File: src/rtl/aes_ctrl_pkg.sv
// Shared definitions for the AES SIPO sequencer: state encoding,
// key-length codes and the key-length to key-word-count mapping.
package aes_ctrl_pkg;

    localparam int STATE_BITS = 3;
    typedef logic [STATE_BITS-1:0] state_t;

    localparam state_t ST_IDLE     = 3'd0;
    localparam state_t ST_LOAD_KEY = 3'd1;
    localparam state_t ST_LOAD_BLK = 3'd2;
    localparam state_t ST_START    = 3'd3;
    localparam state_t ST_WAIT     = 3'd4;
    localparam state_t ST_OUT      = 3'd5;

    localparam logic [1:0] KEY_LEN_128     = 2'd0;
    localparam logic [1:0] KEY_LEN_192     = 2'd1;
    localparam logic [1:0] KEY_LEN_256     = 2'd2;
    localparam logic [1:0] KEY_LEN_ILLEGAL = 2'd3;

    // Number of 32-bit key words for a key-length code; 0 for the illegal code.
    function automatic logic [3:0] key_words(input logic [1:0] len);
        logic [3:0] n;
        case (len)
            KEY_LEN_128: n = 4'd4;
            KEY_LEN_192: n = 4'd6;
            KEY_LEN_256: n = 4'd8;
            default:     n = 4'd0;
        endcase
        return n;
    endfunction

endpackage

File: src/rtl/aes_sipo_ctrl.sv
// Sequencer between the host word interface and the AES core. Accepts one
// command, streams key words (when needed) and block words into the two SIPO
// banks, pulses the core start, waits for done and streams the result words.
module aes_sipo_ctrl
    import aes_ctrl_pkg::*;
#(
    parameter int R_DATA_WIDTH  = 32,
    parameter int N_KEY_REG     = 8,
    parameter int N_BLK_REG     = 4,
    parameter int KEY_ADDR_BITS = $clog2(N_KEY_REG),
    parameter int BLK_ADDR_BITS = $clog2(N_BLK_REG)
) (
    input  logic                              clk,
    input  logic                              rst,
    input  logic                              cmd_valid,
    output logic                              cmd_ready,
    input  logic                              cmd_new_key,
    input  logic [1:0]                        cmd_key_len,
    input  logic                              s_valid,
    output logic                              s_ready,
    input  logic [R_DATA_WIDTH-1:0]           s_data,
    output logic                              key_load,
    output logic [KEY_ADDR_BITS-1:0]          key_addr,
    output logic                              blk_load,
    output logic [BLK_ADDR_BITS-1:0]          blk_addr,
    output logic [R_DATA_WIDTH-1:0]           sipo_din,
    output logic [1:0]                        key_len_o,
    output logic                              aes_start,
    input  logic                              aes_done,
    input  logic [R_DATA_WIDTH*N_BLK_REG-1:0] res_in,
    output logic                              m_valid,
    input  logic                              m_ready,
    output logic [R_DATA_WIDTH-1:0]           m_data,
    output logic                              key_loaded,
    output logic                              busy,
    output logic                              err
);

    // One counter serves key slots, block slots and result words.
    localparam int CNT_BITS = (KEY_ADDR_BITS > BLK_ADDR_BITS) ? KEY_ADDR_BITS : BLK_ADDR_BITS;
    localparam logic [CNT_BITS-1:0] CNT_ZERO = {CNT_BITS{1'b0}};
    localparam logic [CNT_BITS-1:0] CNT_ONE  = CNT_BITS'(1);
    localparam logic [CNT_BITS-1:0] BLK_LAST = CNT_BITS'(N_BLK_REG - 1);

    state_t                state_r;
    state_t                state_s;
    logic [CNT_BITS-1:0]   cnt_r;
    logic [CNT_BITS-1:0]   cnt_s;
    logic                  key_loaded_r;
    logic                  key_loaded_s;
    logic [1:0]            key_len_r;
    logic [1:0]            key_len_s;
    logic                  err_r;
    logic                  err_s;
    logic [3:0]            key_last_idx_s;
    logic                  key_last_s;
    logic                  blk_last_s;
    logic [BLK_ADDR_BITS-1:0] blk_idx_s;

    assign key_last_idx_s = key_words(key_len_r) - 4'd1;
    assign key_last_s     = (32'(cnt_r) == 32'(key_last_idx_s));
    assign blk_last_s     = (cnt_r == BLK_LAST);
    assign blk_idx_s      = cnt_r[BLK_ADDR_BITS-1:0];

    // State register.
    always_ff @(posedge clk) begin
        if (rst) begin
            state_r <= ST_IDLE;
        end else begin
            state_r <= state_s;
        end
    end

    // Counter, key status, latched key length and error pulse registers.
    always_ff @(posedge clk) begin
        if (rst) begin
            cnt_r        <= CNT_ZERO;
            key_loaded_r <= 1'b0;
            key_len_r    <= 2'd0;
            err_r        <= 1'b0;
        end else begin
            cnt_r        <= cnt_s;
            key_loaded_r <= key_loaded_s;
            key_len_r    <= key_len_s;
            err_r        <= err_s;
        end
    end

    // Next-state and next-datapath decisions; the last-word compare ends each phase.
    always_comb begin
        state_s      = state_r;
        cnt_s        = cnt_r;
        key_loaded_s = key_loaded_r;
        key_len_s    = key_len_r;
        err_s        = 1'b0;
        case (state_r)
            ST_IDLE: begin
                if (cmd_valid) begin
                    if (cmd_key_len == KEY_LEN_ILLEGAL) begin
                        err_s = 1'b1;
                    end else if (cmd_new_key || !key_loaded_r) begin
                        key_len_s    = cmd_key_len;
                        key_loaded_s = 1'b0;
                        cnt_s        = CNT_ZERO;
                        state_s      = ST_LOAD_KEY;
                    end else begin
                        cnt_s   = CNT_ZERO;
                        state_s = ST_LOAD_BLK;
                    end
                end else begin
                    state_s = ST_IDLE;
                end
            end
            ST_LOAD_KEY: begin
                if (s_valid) begin
                    if (key_last_s) begin
                        key_loaded_s = 1'b1;
                        cnt_s        = CNT_ZERO;
                        state_s      = ST_LOAD_BLK;
                    end else begin
                        cnt_s = cnt_r + CNT_ONE;
                    end
                end else begin
                    state_s = ST_LOAD_KEY;
                end
            end
            ST_LOAD_BLK: begin
                if (s_valid) begin
                    if (blk_last_s) begin
                        state_s = ST_START;
                    end else begin
                        cnt_s = cnt_r + CNT_ONE;
                    end
                end else begin
                    state_s = ST_LOAD_BLK;
                end
            end
            ST_START: begin
                state_s = ST_WAIT;
            end
            ST_WAIT: begin
                if (aes_done) begin
                    cnt_s   = CNT_ZERO;
                    state_s = ST_OUT;
                end else begin
                    state_s = ST_WAIT;
                end
            end
            ST_OUT: begin
                if (m_ready) begin
                    if (blk_last_s) begin
                        state_s = ST_IDLE;
                    end else begin
                        cnt_s = cnt_r + CNT_ONE;
                    end
                end else begin
                    state_s = ST_OUT;
                end
            end
            default: begin
                state_s = ST_IDLE;
                cnt_s   = CNT_ZERO;
            end
        endcase
    end

    // Output decode: handshakes and load strobes follow the current state.
    always_comb begin
        cmd_ready  = 1'b0;
        s_ready    = 1'b0;
        key_load   = 1'b0;
        blk_load   = 1'b0;
        aes_start  = 1'b0;
        m_valid    = 1'b0;
        m_data     = {R_DATA_WIDTH{1'b0}};
        key_addr   = cnt_r[KEY_ADDR_BITS-1:0];
        blk_addr   = blk_idx_s;
        sipo_din   = s_data;
        key_len_o  = key_len_r;
        key_loaded = key_loaded_r;
        err        = err_r;
        busy       = (state_r != ST_IDLE);
        case (state_r)
            ST_IDLE: begin
                cmd_ready = 1'b1;
            end
            ST_LOAD_KEY: begin
                s_ready  = 1'b1;
                key_load = s_valid;
            end
            ST_LOAD_BLK: begin
                s_ready  = 1'b1;
                blk_load = s_valid;
            end
            ST_START: begin
                aes_start = 1'b1;
            end
            ST_WAIT: begin
                aes_start = 1'b0;
            end
            ST_OUT: begin
                m_valid = 1'b1;
                m_data  = res_in[int'(blk_idx_s)*R_DATA_WIDTH +: R_DATA_WIDTH];
            end
            default: begin
                cmd_ready = 1'b0;
            end
        endcase
    end

endmodule

File: config.mk
export PLATFORM = sky130hd
export DESIGN_NAME = aes_sipo_ctrl
export DESIGN_NICKNAME = d
export VERILOG_FILES = /design/src/rtl/aes_ctrl_pkg.sv /design/src/rtl/aes_sipo_ctrl.sv
export SDC_FILE = /design/constraint.sdc
export NUM_CORES = 1
export LEC_CHECK = 0
export ABC_AREA = 1
export CORE_AREA = 2 2 95 97
export DETAILED_ROUTE_END_ITERATION = 16
export DIE_AREA = 0 0 97 99
export GPL_ROUTABILITY_DRIVEN = 0
export GPL_TIMING_DRIVEN = 1
export HOLD_SLACK_MARGIN = 0.12
export PLACE_DENSITY = 0.76
export SETUP_SLACK_MARGIN = 0.3
export SYNTH_ARGS = -nofsm -noshare
export SYNTH_HDL_FRONTEND = slang
export SYNTH_SLANG_ARGS = --single-unit
File: constraint.sdc
create_clock -name clk -period 3.3 [get_ports clk]
set_input_delay 0.33 -clock clk [delete_from_list [all_inputs] [get_ports clk]]
set_output_delay 0.33 -clock clk [all_outputs]
set_load 0.005 [all_outputs]
==> results of run 1 <==
==> flip-flops by register name, indices dropped and copies added, names as in the netlist <==
signal and cells:
err 1, key_addr 3, state_r 3, key_loaded 1
key_len_o 2
==> cell usage in the layout, fill, tap and decap left out, types with 2 or more instances in the layout <==
| cell type | instances |
|---|---|
| nand2_1 | 35 |
| nor2_4 | 2 |
| nor2_1 | 148 |
| clkbuf_8 | 4 |
| ha_1 | 2 |
| inv_2 | 5 |
| nor2_2 | 4 |
| nand2_2 | 6 |
| inv_1 | 20 |
| clkdlybuf4s50_1 | 184 |
| o21ai_0 | 69 |
| a21oi_1 | 37 |
| dfxtp_1 | 9 |
| buf_4 | 3 |
| nand3_1 | 15 |
==> how the worst max path moves through the flow <==
stage                     start         end  slack [ps]  cells past startpoint
finish              key_addr[0]  m_data[31]         720                      6
global route        key_addr[0]  m_data[31]         500                      6
CTS                 key_addr[0]  m_data[31]         650                      6
detailed placement  key_addr[0]  m_data[31]         910                      6
global placement    key_addr[0]  m_data[31]         940                      6
floorplan           key_addr[0]  m_data[11]        1740                      6
==> per-layer routing <==
layer | GRT usage | wire length, µm | vias up | part of all wire
met2 | 0.306 | 4320 | 161 | 0.48
met3 | 0.0362 | 752 | 17 | 0.083
met4 | 0.0401 | 140 | 0 | 0.016
met5 | 0 | 0 | - | 0
met1 | 0.217 | 3800 | 1383 | 0.42
li1 | - | - | 1562 | -
==> power groups by stage <==
| stage | combinational, W | clock, W | sequential (W) |
|---|---|---|---|
| 5_1_grt | 0.00163 | 0.000166 | 0.000235 |
| 3_5_place_dp | 0.00143 | 0 | 0.000229 |
| 2_1_floorplan | 0.000973 | 0 | 0.000207 |
| 4_1_cts | 0.00144 | 0.000159 | 0.000227 |
| 6_report | 0.00144 | 0.000158 | 0.000227 |
| 3_3_place_gp | 0.00140 | 0 | 0.000226 |
==> area by class of cell <==
cell class / count / area [µm²] / share of cell area
Inverter: 26 / 97.6 / 0.0256
Clock buffer: 4 / 55.1 / 0.0144
Sequential cell: 10 / 201 / 0.0528
Tap cell: 108 / 135 / 0.0354
Timing Repair Buffer: 187 / 1860 / 0.489
Multi-Input combinational cell: 323 / 1460 / 0.383
==> through the flow <==
step	util	instance area, µm²	total power, W	hold slack (ps)	std cells
3_5_place_dp	0.439	3760	0.00166	476	654
6_report	0.446	3810	0.00182	476	658
3_3_place_gp	0.439	3760	0.00163	468	654
4_1_cts	0.446	3810	0.00183	484	658
5_1_grt	0.446	3810	0.00203	511	658
2_1_floorplan	-	2130	0.00118	399	419
==> cells in the mapped netlist <==
cell type | instances | area, µm²
buf_1 | 3 | 11.3
nand3_1 | 15 | 75.1
nand3b_1 | 1 | 7.51
nor2_2 | 4 | 25.0
inv_2 | 5 | 18.8
ha_1 | 2 | 25.0
o21ai_0 | 69 | 345
clkbuf_1 | 14 | 52.6
buf_4 | 36 | 270
inv_1 | 20 | 75.1
clkinv_1 | 1 | 3.75
nand2_2 | 6 | 37.5
dfxtp_1 | 10 | 200
nand3_2 | 1 | 10.0
nand2_1 | 35 | 131
buf_2 | 7 | 35.0
nand2_4 | 1 | 11.3
a21oi_1 | 37 | 185
nor3_2 | 1 | 10.0
nand3_4 | 1 | 17.5
nor2_4 | 2 | 22.5
nor2_1 | 148 | 556
==> worst min-delay path, cell delays in order (launching register included) <==
cell     delay [ps]
dfxtp_1         310
inv_1            60
a21oi_1          60
==> cells by family (layout without fill, tap and decap cells) <==
group / count (synthesis) / in the layout
buf+inv: 86 / 217
simple gates: 215 / 215
compound gates: 106 / 106
flops: 10 / 10
fa+ha+maj: 2 / 2
==> flow_summary.json, run 1 <==
{
  "synth.distinct_cells": 22,
  "holdPathEnd": "key_loaded",
  "r2r_cells": 10,
  "muxShareOfSynthArea": 0,
  "grt_pass1_wl_mm": 14.1,
  "diodes": 0,
  "hold_depth": 2,
  "status": "completed",
  "seq_power_share": 0.125,
  "syn_to_final_growth_pct": 79.3,
  "relSlewSlack": 0.397,
  "crit_path_max_incr_delay_ps": 540,
  "worst_pin_slew_ps": 905,
  "fin_skew_ps": 2.56,
  "rr_endpoint": "state_r[0]",
  "drt_iter0_drc": 106,
  "nets": 722,
  "crit_chain": "buf_4 -> nor2_1 -> nor2_1 -> o21ai_0 -> a21oi_1 -> clkdlybuf4s50_1",
  "pwr-share-comb": 0.789,
  "drv_slew": 0,
  "fin_ws_ps": 718,
  "antenna_found_initial": 0,
  "via_per_inst": 4.75,
  "clk_latency_ps": 240,
  "die_w_um": 97,
  "drv_cap": 0,
  "synth_compound_area_frac": 0.250,
  "netSwitchingFraction": 0.509,
  "cts_tree": "built",
  "synth_top_family_by_area": "simple AND/OR/NAND/NOR gates",
  "p_leak_nw": 1.59,
  "hpwlAfterDp_mm": 6.60,
  "avgRoutedWirePerCell_um": 13.7,
  "endpoint_kind": "primary output",
  "track_usage": 0.173,
  "critPathMostFrequentCell": "nor2_1",
  "rows": 34,
  "powerDensity_mw_per_mm2": 477,
  "syn_area_mm2": 0.00213,
  "die_area_mm2": 0.00960,
  "rsz0062_at_grt": "false",
  "internal_power_w": 0.000893,
  "antenna_left": 0,
  "ctsResizeCount": 0,
  "io_pins": 249,
  "yosys.area_share.adder": 0.0118,
  "cts_setup_buffers": 0,
  "netlist_instances": 419,
  "synth_xor_area_frac": 0,
  "syn_area_per_cell_um2": 5.07,
  "r2r_slack_ps": 1380,
  "h-tree-depth": 1,
  "post-place-ws_ps": 912,
  "crit_family": "buffers and inverters",
  "setup-violations-final": 0,
  "holdCritStartpoint": "key_loaded",
  "core_mm2": 0.00855,
  "finalCritPeriodShare": 0.782,
  "timing.rr.start": "key_addr[0]",
  "start_util": 0.249,
  "vias": 3123,
  "die_y_um": 99,
  "synth_seq_cells": 10,
  "cts-buffers-inserted": 3,
  "ys.warnings.count": 0,
  "peakVddDrop_v": 0.000488,
  "port_buffers": 184,
  "path_buf_inv": 2,
  "report.final.hold_viol_count": 0,
  "clock.fmax_ghz": 0.387,
  "cts.sinks": 10,
  "slowest_stage": "clkdlybuf4s50_1",
  "period_needed_ps": 2580,
  "crit_type": "register to primary output",
  "power.switching_w": 0.000927,
  "seq_area_frac_synth": 0.0942,
  "hold_class": "register to register",
  "clockBufferDepth": 2,
  "routed_wl_mm": 9.02,
  "drive_gt1_frac": 0.0527,
  "worstSetupStartpointType": "register",
  "pwr-share-clk": 0.087,
  "grt_max_degree": 68,
  "cp.required_ps": 2970,
  "syn_nets": 590,
  "fin_setup_tns_ps": 0,
  "crit_arrival_ps": 2250,
  "grt_pass1_vias": 2956,
  "clk_pin_slew_ps": 50,
  "drtPass1Iterations": 4,
  "num-fill-cells": 882,
  "cts_hold_buffers": 0,
  "synthSimpleGateAreaFrac": 0.425,
  "crit_path_max_fanout": 67,
  "drc": 0,
  "grt.overflow.total": 0,
  "cts-root-buf": "clkbuf_8"
}
Power figures use the tool's default switching activity.
==> inputs of run 2 (changes only) <==
- CORE_AREA: 2 2 95 97 -> 2 2 96 98
- DIE_AREA: 0 0 97 99 -> 0 0 98 100
- PLACE_DENSITY: 0.76 -> 0.78
- clock period: 3.3 -> 2.3 ns (I/O delays scaled with it)
==> flow_summary.json, run 2 (same netlist as run 1, synthesis figures left out) <==
{
  "whs_ps": 460,
  "clockBufferDepth": 2,
  "status": "completed",
  "layout_commonest_cell": "clkdlybuf4s50_1",
  "grt.overflow.total": 0,
  "h-tree-depth": 1,
  "fin_setup_tns_ps": 0,
  "hpwlAfterDp_mm": 6.58,
  "die_w_um": 98,
  "finalCritPeriodShare": 0.873,
  "syn_to_final_growth_pct": 88.8,
  "r2r_slack_ps": 740,
  "grt_pass1_vias": 2951,
  "drtPass1Iterations": 4,
  "num-fill-cells": 893,
  "grt_max_degree": 44,
  "core_mm2": 0.00889,
  "total_power_w": 0.00280,
  "die_area_mm2": 0.00980,
  "rr_endpoint": "key_addr[1]",
  "routed_wl_mm": 9.26,
  "p_leak_nw": 1.82,
  "hold_class": "input port to primary output",
  "period_needed_ps": 2010,
  "antenna_left": 0,
  "report.final.hold_viol_count": 0,
  "track_usage": 0.175,
  "peakVddDrop_v": 0.000819,
  "timing.rr.start": "key_addr[0]",
  "cp.required_ps": 2070,
  "io_pins": 249,
  "cts.sinks": 10,
  "drt_iter0_drc": 131,
  "crit_path_max_fanout": 25,
  "r2r_cells": 9,
  "die_y_um": 100,
  "nets": 731,
  "via_per_inst": 4.72,
  "cp-startpoint": "key_addr[0]",
  "crit_arrival_ps": 1780,
  "setup.worst_path.end": "m_data[30]",
  "vias": 3159,
  "start_util": 0.239,
  "drv_cap": 0,
  "fin_util": 0.451,
  "worst_pin_slew_ps": 252,
  "fin_skew_ps": 5.54,
  "crit_type": "register to primary output",
  "avgRoutedWirePerCell_um": 13.8,
  "drive_gt1_frac": 0.0753,
  "relSlewSlack": 0.830,
  "final_cell_mix": "clkdlybuf4s50_1, nor2_1, o21ai_0, a21oi_1, nand2_1",
  "clk_pin_slew_ps": 50,
  "diodes": 0,
  "rows": 35,
  "drc": 0,
  "port_buffers": 184,
  "cts_tree": "built",
  "setup-violations-final": 0,
  "endpoint_kind": "primary output",
  "drv_slew": 0,
  "cts_hold_buffers": 0,
  "clock.fmax_ghz": 0.498,
  "powerDensity_mw_per_mm2": 698,
  "cts-root-buf": "clkbuf_8",
  "antenna_found_initial": 0,
  "clk_latency_ps": 240,
  "worstSetupStartpointType": "register",
  "grt_pass1_wl_mm": 14.3,
  "rsz0062_at_grt": "true",
  "cts-buffers-inserted": 3
}
==> run 2: cell types whose count changed in the layout (fill, tap and decap cells not counted), sizes merged <==
cell,delta
nand3,+2
buf,+7
clkdlybuf4s50,-10
clkbuf,-1
dlygate4sd2,+1
dlymetal6s2s,+9
==> run 2: timing repair <==
action	4_1_cts	5_1_grt
pin swaps	1	5
gates cloned	2	0
gates resized for setup	21	13
endpoints found under the setup margin	33	32
buffers inserted	3	0
==> run 2: worst min path at each step <==
stage / start / to / slack, ps / cells after the start
after global routing: s_data[6] / sipo_din[6] / 460 / 0
after detailed placement: s_data[0] / sipo_din[0] / 460 / 0
final: s_data[12] / sipo_din[12] / 460 / 0
after global placement: s_data[0] / sipo_din[0] / 460 / 0
after CTS: s_data[0] / sipo_din[0] / 460 / 0
after floorplan: rst / state_r[2] / 300 / 1
==> run 2: final cells by class <==
class,count,area (µm²),share of cell area
repair buffers,194,2020,0.505
well taps,111,139,0.0346
flip-flops and latches,10,214,0.0533
inverters,26,100,0.0249
multi-input cells,325,1490,0.372
clock buffers,3,41.3,0.0103
==> run 2: per-layer routing <==
metal  share of wire  vias up  global-route usage
li1                -     1585                   -
met1            0.43     1411               0.225
met2            0.47      150               0.300
met3           0.084       13              0.0341
met4           0.013        0              0.0449
met5               0        -                   0
==> run 2: power breakdown <==
| part | switching, W | internal (W) | total (W) |
|---|---|---|---|
| registers | 0.000126 | 0.000252 | 0.000377 |
| clock network | 0.0000737 | 0.000115 | 0.000189 |
| logic | 0.00121 | 0.00102 | 0.00223 |
| total | 0.00141 | 0.00139 | 0.00280 |
==> run 2: worst max-delay path, stage by stage (launching register included) <==
cell and delay [ps]:
dfxtp_4 400, buf_12 180, nor2_1 60, nor2_1 70, o21ai_0 110, a21oi_1 190
clkdlybuf4s50_1 520
==> run 2: stage by stage <==
step | instances | setup slack [ps] | instance area (µm²)
finish | 669 | 292 | 4010
global route | 669 | 170 | 4010
CTS | 669 | 278 | 3980
detailed placement | 661 | 275 | 3820
global placement | 661 | 388 | 3820
floorplan | 419 | 835 | 2130
